[config.mk]
export PLATFORM = sky130hd
export DESIGN_NAME = block_device_requester
export DESIGN_NICKNAME = d
export VERILOG_FILES = /design/src/rtl/block_device_requester.sv
export SDC_FILE = /design/constraint.sdc
export NUM_CORES = 1
export LEC_CHECK = 0
export BUFFER_PORTS_ARGS = -buffer_cell sky130_fd_sc_hd__buf_2
export CORE_AREA = 4 4 171 173
export DETAILED_ROUTE_END_ITERATION = 8
export DIE_AREA = 0 0 175 177
export SYNTH_ARGS = -nofsm -noshare
export SYNTH_HDL_FRONTEND = slang
export SYNTH_SLANG_ARGS = --single-unit
[constraint.sdc]
create_clock -name clock -period 4.62 [get_ports clock]
set_clock_uncertainty 0.1 [all_clocks]
set_input_delay 0.231 -clock clock [delete_from_list [all_inputs] [get_ports clock]]
set_output_delay 0.231 -clock clock [all_outputs]
set_load 0.01 [all_outputs]
[src/rtl/block_device_requester.sv]
// Block-device requester: turns one client command into one device request,
// streams the sector data in the matching direction and reports completion.
module block_device_requester #(
  parameter int unsigned DATA_BITS   = 64,
  parameter int unsigned SECTOR_BITS = 32,
  parameter int unsigned TAG_BITS    = 1,
  parameter int unsigned BEAT_BITS   = 6
) (
  input  logic                   clock,
  input  logic                   reset,

  input  logic                   cmd_valid,
  output logic                   cmd_ready,
  input  logic                   cmd_write,
  input  logic [SECTOR_BITS-1:0] cmd_offset,
  input  logic [SECTOR_BITS-1:0] cmd_len,
  input  logic [TAG_BITS-1:0]    cmd_tag,

  input  logic                   wdata_valid,
  output logic                   wdata_ready,
  input  logic [DATA_BITS-1:0]   wdata_bits,

  output logic                   rdata_valid,
  input  logic                   rdata_ready,
  output logic [DATA_BITS-1:0]   rdata_bits,

  output logic                   done_valid,
  output logic [TAG_BITS-1:0]    done_tag,
  output logic                   done_error,
  output logic                   busy,

  output logic                   bdev_req_valid,
  input  logic                   bdev_req_ready,
  output logic                   bdev_req_bits_write,
  output logic [SECTOR_BITS-1:0] bdev_req_bits_offset,
  output logic [SECTOR_BITS-1:0] bdev_req_bits_len,
  output logic [TAG_BITS-1:0]    bdev_req_bits_tag,

  output logic                   bdev_data_valid,
  input  logic                   bdev_data_ready,
  output logic [DATA_BITS-1:0]   bdev_data_bits_data,
  output logic [TAG_BITS-1:0]    bdev_data_bits_tag,

  input  logic                   bdev_resp_valid,
  output logic                   bdev_resp_ready,
  input  logic [DATA_BITS-1:0]   bdev_resp_bits_data,
  input  logic [TAG_BITS-1:0]    bdev_resp_bits_tag,

  input  logic [SECTOR_BITS-1:0] bdev_info_nsectors
);

  localparam int unsigned CntBits = SECTOR_BITS + BEAT_BITS;

  typedef enum logic [2:0] {
    StIdle, StCheck, StReq, StWdata, StWresp, StRdata, StDone
  } state_e;

  state_e                 state_q, state_d;
  logic                   write_q, write_d;
  logic [SECTOR_BITS-1:0] offset_q, offset_d;
  logic [SECTOR_BITS-1:0] len_q, len_d;
  logic [TAG_BITS-1:0]    tag_q, tag_d;
  logic [CntBits-1:0]     cnt_q, cnt_d;
  logic                   err_q, err_d;

  logic [SECTOR_BITS:0]   end_sector;
  logic                   data_fire, resp_fire, tag_bad;

  // One extra bit so offset+len cannot wrap past the capacity check.
  assign end_sector = {1'b0, offset_q} + {1'b0, len_q};
  assign data_fire  = bdev_data_valid && bdev_data_ready;
  assign resp_fire  = bdev_resp_valid && bdev_resp_ready;
  assign tag_bad    = (bdev_resp_bits_tag != tag_q);

  assign bdev_req_bits_write  = write_q;
  assign bdev_req_bits_offset = offset_q;
  assign bdev_req_bits_len    = len_q;
  assign bdev_req_bits_tag    = tag_q;

  always_ff @(posedge clock) begin
    if (!reset) begin
      state_q  <= StIdle;
      write_q  <= 1'b0;
      offset_q <= '0;
      len_q    <= '0;
      tag_q    <= '0;
      cnt_q    <= '0;
      err_q    <= 1'b0;
    end else begin
      state_q  <= state_d;
      write_q  <= write_d;
      offset_q <= offset_d;
      len_q    <= len_d;
      tag_q    <= tag_d;
      cnt_q    <= cnt_d;
      err_q    <= err_d;
    end
  end

  always_comb begin
    state_d  = state_q;
    write_d  = write_q;
    offset_d = offset_q;
    len_d    = len_q;
    tag_d    = tag_q;
    cnt_d    = cnt_q;
    err_d    = err_q;
    unique case (state_q)
      StIdle: begin
        if (cmd_valid && cmd_ready) begin
          write_d  = cmd_write;
          offset_d = cmd_offset;
          len_d    = cmd_len;
          tag_d    = cmd_tag;
          state_d  = StCheck;
        end
      end
      StCheck: begin
        if (len_q == '0) begin
          state_d = StDone;
        end else if (end_sector > {1'b0, bdev_info_nsectors}) begin
          err_d   = 1'b1;
          state_d = StDone;
        end else begin
          state_d = StReq;
        end
      end
      StReq: begin
        if (bdev_req_ready) begin
          cnt_d   = {len_q, {BEAT_BITS{1'b0}}};
          state_d = write_q ? StWdata : StRdata;
        end
      end
      StWdata: begin
        if (data_fire) begin
          cnt_d = cnt_q - CntBits'(1);
          if (cnt_q == CntBits'(1)) state_d = StWresp;
        end
      end
      StWresp: begin
        if (resp_fire) begin
          if (tag_bad) err_d = 1'b1;
          state_d = StDone;
        end
      end
      StRdata: begin
        if (resp_fire) begin
          if (tag_bad) err_d = 1'b1;
          cnt_d = cnt_q - CntBits'(1);
          if (cnt_q == CntBits'(1)) state_d = StDone;
        end
      end
      StDone: begin
        err_d   = 1'b0;
        state_d = StIdle;
      end
      default: state_d = StIdle;
    endcase
  end

  always_comb begin
    cmd_ready           = 1'b0;
    bdev_req_valid      = 1'b0;
    bdev_data_valid     = 1'b0;
    wdata_ready         = 1'b0;
    bdev_data_bits_data = '0;
    bdev_data_bits_tag  = '0;
    bdev_resp_ready     = 1'b0;
    rdata_valid         = 1'b0;
    rdata_bits          = '0;
    done_valid          = 1'b0;
    done_tag            = '0;
    done_error          = 1'b0;
    busy                = (state_q != StIdle);
    unique case (state_q)
      // Held low while reset is asserted so no command is taken during reset.
      StIdle:  cmd_ready = reset;
      StReq:   bdev_req_valid = 1'b1;
      StWdata: begin
        bdev_data_valid     = wdata_valid;
        wdata_ready         = bdev_data_ready;
        bdev_data_bits_data = wdata_bits;
        bdev_data_bits_tag  = tag_q;
      end
      StWresp: bdev_resp_ready = 1'b1;
      StRdata: begin
        rdata_valid     = bdev_resp_valid;
        bdev_resp_ready = rdata_ready;
        rdata_bits      = bdev_resp_bits_data;
      end
      StDone: begin
        done_valid = 1'b1;
        done_tag   = tag_q;
        done_error = err_q;
      end
      default: ;
    endcase
  end

endmodule

==> results.json, run 1 <==
{
  "via_per_inst": 5.20,
  "dieHeight_um": 177,
  "fmax_mhz": 222,
  "gp_congestion": 0.945,
  "grt_start_max_net_pins": 139,
  "crit_path_start_kind": "register",
  "track_usage_pct": 25.8,
  "ys_seq_elements": 108,
  "synth_most_common_cell": "nand2_1",
  "cts_root_buffer": "clkbuf_16",
  "cts_tree": "yes",
  "die_x_um": 175,
  "synthCells": 1168,
  "cp_data_arrival_time_ns": 4.64,
  "grt_pass1_vias": 9696,
  "antenna_found_initial": 16,
  "drv_cap": 0,
  "fillers": 2894,
  "yosys-top-cells-area": "dfxtp_1 26%, and3_1 10%, ha_1 9.9%",
  "status": "complete, no violations",
  "p_sw_share_pct": 49.1,
  "combPwrFrac_pct": 60.8,
  "dieArea_um2": 31000,
  "ys.flop_type": "dfxtp_1",
  "clock_latency_ns": 0.36,
  "timing.final.hold_violations": 0,
  "leakage_nw": 6.44,
  "areaGrowthSynthToFinish_pct": 42.3,
  "design_area_um2": 11800,
  "yosysTopAreaCell": "dfxtp_1",
  "post-cts-setup-buffer-count": 0,
  "tns_ns": 0,
  "path_clk_slew_ns": 0.08,
  "place_area_um2": 10900,
  "synth_area_per_cell_um2": 7.12,
  "gr-total-overflow": 0,
  "fin_crit_sh_pct": 97.6,
  "ys_async_sr_fraction_pct": 0,
  "criticalPathCategory": "reg2reg",
  "max-clock-path-buffers": 2,
  "fin_cells": 2010,
  "syn_area_um2": 8320,
  "synthTopCellsByCount": "177 x nand2_1, 137 x and3_1, 120 x o21ai_0",
  "internal_power_w": 0.00286,
  "core_um2": 27600,
  "synth_top_area_share_pct": 26.0,
  "seqPwrFrac_pct": 25.1,
  "dp_hpwl_um": 34400,
  "num_vias": 10458,
  "crit_required_ns": 4.75,
  "synth_warnings": 0,
  "cts-buffers-inserted": 9,
  "worst_pin_slew_ns": 1.16,
  "synth_edf_count": 0,
  "ctsHtreeMaxLevel": 3,
  "yosysUniqueCellTypes": 69,
  "routedWlPerCell_um": 21.3,
  "synth_seq_area_share_pct": 26.0,
  "crit_fanout": 5,
  "setup_violations": 0,
  "slew-limit-headroom_pct": 22.9,
  "io_buffers": 439,
  "fin_hold_ws_ns": 0.0177,
  "hp-class": "in2reg",
  "routed_wl_um": 42800,
  "p_switching_w": 0.00276,
  "irDropWorstVdd_mv": 0.240,
  "drive_gt1_share_pct": 31.6,
  "cts_sinks": 108,
  "powerDensity_nw_per_um2": 474,
  "dpl.cell_count": 1930,
  "syn_nets": 1470,
  "ios": 440,
  "period_needed_ns": 4.51,
  "drc": 0,
  "cp-end-kind": "register",
  "start_util_pct": 30.1,
  "ant_nets": 0,
  "drtPass1Iterations": 5,
  "design.final.nets": 1926,
  "grt_pass1_wl_um": 60700,
  "rows": 61,
  "p_clk_share_pct": 14.1,
  "slew_violations": 0,
  "first_iter_violations": 826
}
[state kept, by name (all words and copies together) (netlist names)]
name and count:
state_q 3, cnt_q 38, err_q 1, bdev_req_bits_len 32, bdev_req_bits_tag 1, bdev_req_bits_write 1
bdev_req_bits_offset 32
[power groups by stage]
stage                     Clock [W]  Combinational [W]  Sequential [W]
after global routing       0.000840            0.00379         0.00144
after floorplan                   0            0.00229         0.00140
after CTS                  0.000809            0.00338         0.00141
final                      0.000789            0.00342         0.00141
after global placement            0            0.00329         0.00142
after detailed placement          0            0.00332         0.00143
[worst max-delay path: stages, from the launching register on]
cell	delay [ns]
dfxtp_1	0.37
ha_1	0.35
o21ai_0	0.09
nor2_1	0.20
a211oi_1	0.13
buf_4	0.16
a311oi_1	0.67
o2111ai_1	0.27
a41oi_1	0.42
nor4_1	0.09
a311o_1	0.34
ha_1	0.28
nand4_1	0.09
nor2_1	0.24
nand3_1	0.20
a21oi_1	0.27
a21oi_1	0.10
[routing by layer]
| layer | part of all wire, % | vias to the layer above | global-route usage (%) |
|---|---|---|---|
| met5 | 0.12 | - | 0 |
| met2 | 47 | 410 | 42.4 |
| met1 | 43 | 4901 | 34.1 |
| met4 | 2.1 | 8 | 6.09 |
| met3 | 7.8 | 52 | 6.64 |
| li1 | - | 5087 | - |
[cells by family (layout without fill, tap and decap cells)]
| kind of cell | after synthesis | in the layout | share of synthesized area (%) |
|---|---|---|---|
| adders and majority gates | 67 | 67 | 10.2 |
| DFF | 108 | 108 | 26.0 |
| and+or+nand+nor | 516 | 516 | 31.9 |
| buffers and inverters | 133 | 594 | 6.09 |
| other | 0 | 3 | 0 |
| muxes | 1 | 1 | 0.120 |
| AOI/OAI and AO/OA | 312 | 312 | 22.4 |
| xor gates and xnor gates | 31 | 31 | 3.27 |
[worst paths after layout]
path | cells after the start | slack, ns | to | start
worst min-delay path | 3 | 0.02 | bdev_req_bits_len[15] | cmd_len[15]
worst min register to register | 2 | 0.39 | cnt_q[18] | cnt_q[18]
worst max-delay path | 16 | 0.11 | err_q | bdev_req_bits_len[3]
worst max register to register | 16 | 0.11 | err_q | bdev_req_bits_len[3]
[per-stage QoR]
stage,worst slack (ns),utilization (%),total power (W)
final,0.111,42.8,0.00561
after global routing,-0.0137,42.8,0.00607
after CTS,0.0344,42.7,0.00559
after detailed placement,0.105,39.4,0.00475
after global placement,0.226,39.4,0.00471
after floorplan,0.716,-,0.00369
[repair_timing]
action	in CTS	in global routing
hold buffers	61	0
endpoints found under the setup margin	0	2
endpoints found under the hold margin	61	0
gates resized for setup	0	8
[area by class of cell]
| cell class | count | area, um2 | area share, % |
|---|---|---|---|
| antenna | 3 | 7.51 | 0.0634 |
| clock inverter | 5 | 40.0 | 0.338 |
| multi-input combinational | 927 | 5700 | 48.2 |
| clock buffer | 11 | 253 | 2.14 |
| inverter | 53 | 199 | 1.68 |
| timing repair buffer | 525 | 3000 | 25.3 |
| sequential | 108 | 2170 | 18.3 |
| tap | 378 | 473 | 4.00 |
[placed cells by master, fill, tap and decap left out, types with 9 or more instances in the layout]
| cell | count |
|---|---|
| buf_2 | 439 |
| nand2_1 | 177 |
| and3_1 | 137 |
| o21ai_0 | 118 |
| dfxtp_1 | 107 |
| nor2_1 | 79 |
| a21oi_1 | 77 |
| ha_1 | 66 |
| dlygate4sd3_1 | 61 |
| inv_1 | 53 |
| buf_4 | 25 |
| nand3_1 | 22 |
| a21o_1 | 21 |
| xnor2_1 | 19 |
| nor4_1 | 17 |
| nor3_1 | 16 |
| nand4_1 | 14 |
| a211oi_1 | 13 |
| xor2_1 | 12 |
| a31oi_1 | 11 |
| clkbuf_16 | 9 |
No activity file was read; power rests on OpenSTA's default activity.
==> run 2, diff against run 1 <==
--- a/config.mk
+++ b/config.mk
@@ -9,6 +9,7 @@
 export CORE_AREA = 4 4 171 173
 export DETAILED_ROUTE_END_ITERATION = 8
 export DIE_AREA = 0 0 175 177
+export GPL_TIMING_DRIVEN = 0
 export SYNTH_ARGS = -nofsm -noshare
 export SYNTH_HDL_FRONTEND = slang
 export SYNTH_SLANG_ARGS = --single-unit
==> results.json, run 2 (synthesized netlist as in run 1, its figures left out) <==
{
  "max-clock-path-buffers": 2,
  "track_usage_pct": 28.4,
  "num_vias": 11190,
  "crit_path_start_kind": "register",
  "fmax_mhz": 225,
  "cts_tree": "yes",
  "ff_latch_area_um2": 2180,
  "grt_pass1_vias": 10473,
  "largest-register": "cnt_q",
  "via_per_inst": 5.40,
  "powerDensity_nw_per_um2": 483,
  "largest_reg_flops": 38,
  "cp_data_arrival_time_ns": 4.61,
  "fin_crit_sh_pct": 96.2,
  "reg2reg_from": "bdev_req_bits_len[4]",
  "min_path_cells": 3,
  "drtPass1Iterations": 5,
  "dieHeight_um": 177,
  "hp-class": "in2reg",
  "design.final.nets": 1984,
  "path_clk_slew_ns": 0.08,
  "antenna_found_initial": 14,
  "gp_congestion": 0.946,
  "status": "complete, no violations",
  "ant_nets": 0,
  "fillers": 2827,
  "io_buffers": 439,
  "cp-end-kind": "register",
  "whs_endpoint": "bdev_req_bits_len[16]",
  "rows": 61,
  "ctsHtreeMaxLevel": 3,
  "cts_sinks": 108,
  "dieArea_um2": 31000,
  "first_iter_violations": 1069,
  "slew-limit-headroom_pct": 43.9,
  "fin_hold_ws_ns": 0.00815,
  "crit_top_cell": "o211ai_1",
  "slew_violations": 0,
  "grt_pass1_wl_um": 66900,
  "rr_worst_depth": 20,
  "drv_cap": 0,
  "crit_path_start": "bdev_req_bits_len[4]",
  "leakage_nw": 6.46,
  "dp_hpwl_um": 38300,
  "critPathMaxStageDelay_ns": 0.47,
  "final_cell_mix": "442 x buf_2, 176 x nand2_1, 136 x and3_1, 115 x o21ai_0, 99 x dfxtp_1",
  "drive_gt1_share_pct": 30.8,
  "dpl.cell_count": 1985,
  "multiInputGateArea_um2": 5800,
  "irDropWorstVdd_mv": 0.262,
  "gr-total-overflow": 0,
  "period_needed_ns": 4.45,
  "clock_latency_ns": 0.37,
  "fin_cells": 2074,
  "die_x_um": 175,
  "path_cells": "ha_1 > a21oi_2 > nor3_1 > a211oi_2 > buf_4 > a311oi_4 > o2111ai_2 > or3b_2 > a211oi_2 > nor2_1 > ha_1 > nand4_1 > nor2_2 > buf_4 > o211ai_1 > o211ai_1 > o21ai_2 > o211ai_1 > a21oi_2 > a21oi_1",
  "timing.final.hold_violations": 0,
  "crit_required_ns": 4.78,
  "crit_fanout": 5,
  "r2r-end": "state_q[2]",
  "worst_pin_slew_ns": 0.842,
  "cts-buffers-inserted": 9,
  "core_um2": 27600,
  "rrSetupSlack_ns": 0.17,
  "setup_violations": 0,
  "grt_start_max_net_pins": 20,
  "routedWlPerCell_um": 22.7,
  "hold_start": "cmd_len[16]",
  "layout_commonest_cell": "buf_2",
  "ios": 440,
  "routed_wl_um": 47100,
  "fin_util_pct": 43.9,
  "drc": 0,
  "cts_root_buffer": "clkbuf_16",
  "areaGrowthSynthToFinish_pct": 45.8,
  "criticalPathCategory": "reg2reg",
  "start_util_pct": 30.1,
  "cp_slowest_cell": "or3b_2"
}
-- run 2: cell count changes in the layout (fill, tap and decap cells not counted), moves of 6 or more --
cell	previous run	this run
clkbuf_1	0	75
buf_4	25	5
dfxtp_1	107	99
dfxtp_2	0	7
diode_2	3	9
-- run 2: report_power, final --
part / switching, W / internal [W]
combinational: 0.00222 / 0.00133
sequential: 0.000314 / 0.00115
clock: 0.000422 / 0.000430
-- run 2: layout make-up --
class	instances	share of cell area [%]
antenna	9	0.186
buffer	79	2.51
clock buffer	9	1.86
clock inverter	7	0.671
inverter	53	1.64
multi-input combinational	927	47.8
sequential	108	18.0
tap	378	3.90
timing repair buffer	504	23.4
-- run 2: what timing repair did --
item | CTS | global route
endpoints found under the hold margin | 61 | 0
endpoints found under the setup margin | 2 | 2
pin swaps | 3 | 8
buffers inserted | 1 | 3
gates resized for setup | 13 | 34
hold buffers | 61 | 0
-- run 2: critical path: cells and delay by family, from the launching register on --
| family | cells | cell delay, ns |
|---|---|---|
| adders and majority gates | 2 | 0.64 |
| buffers and inverters | 2 | 0.29 |
| DFF | 1 | 0.43 |
| and+or+nand+nor | 5 | 0.81 |
| AOI/OAI and AO/OA | 11 | 2.03 |
-- run 2: layer usage --
layer	part of all wire, %	vias up	GRT usage (%)
met3	9.0	51	7.41
li1	-	5211	-
met4	1.4	6	5.37
met5	0.20	-	1.76
met2	46	580	45.8
met1	43	5342	38.5
-- run 2: through the flow --
| step | cell area [um2] | power [W] | TNS (ns) | setup WS [ns] |
|---|---|---|---|---|
| after floorplan | 8320 | 0.00369 | 0 | 0.716 |
| after global placement | 11000 | 0.00477 | -1.04 | -0.527 |
| after detailed placement | 11000 | 0.00483 | -1.27 | -0.640 |
| after CTS | 11900 | 0.00573 | 0 | 0.0139 |
| after global routing | 12100 | 0.00628 | -0.0165 | -0.0165 |
| final | 12100 | 0.00586 | 0 | 0.174 |
-- run 2: worst max path at each step --
stage / to / slack, ns / cells past startpoint
floorplan: err_q / 0.72 / 19
global placement: state_q[2] / -0.53 / 19
detailed placement: state_q[2] / -0.64 / 19
CTS: state_q[2] / 0.01 / 19
global route: state_q[2] / -0.02 / 19
finish: state_q[2] / 0.17 / 20
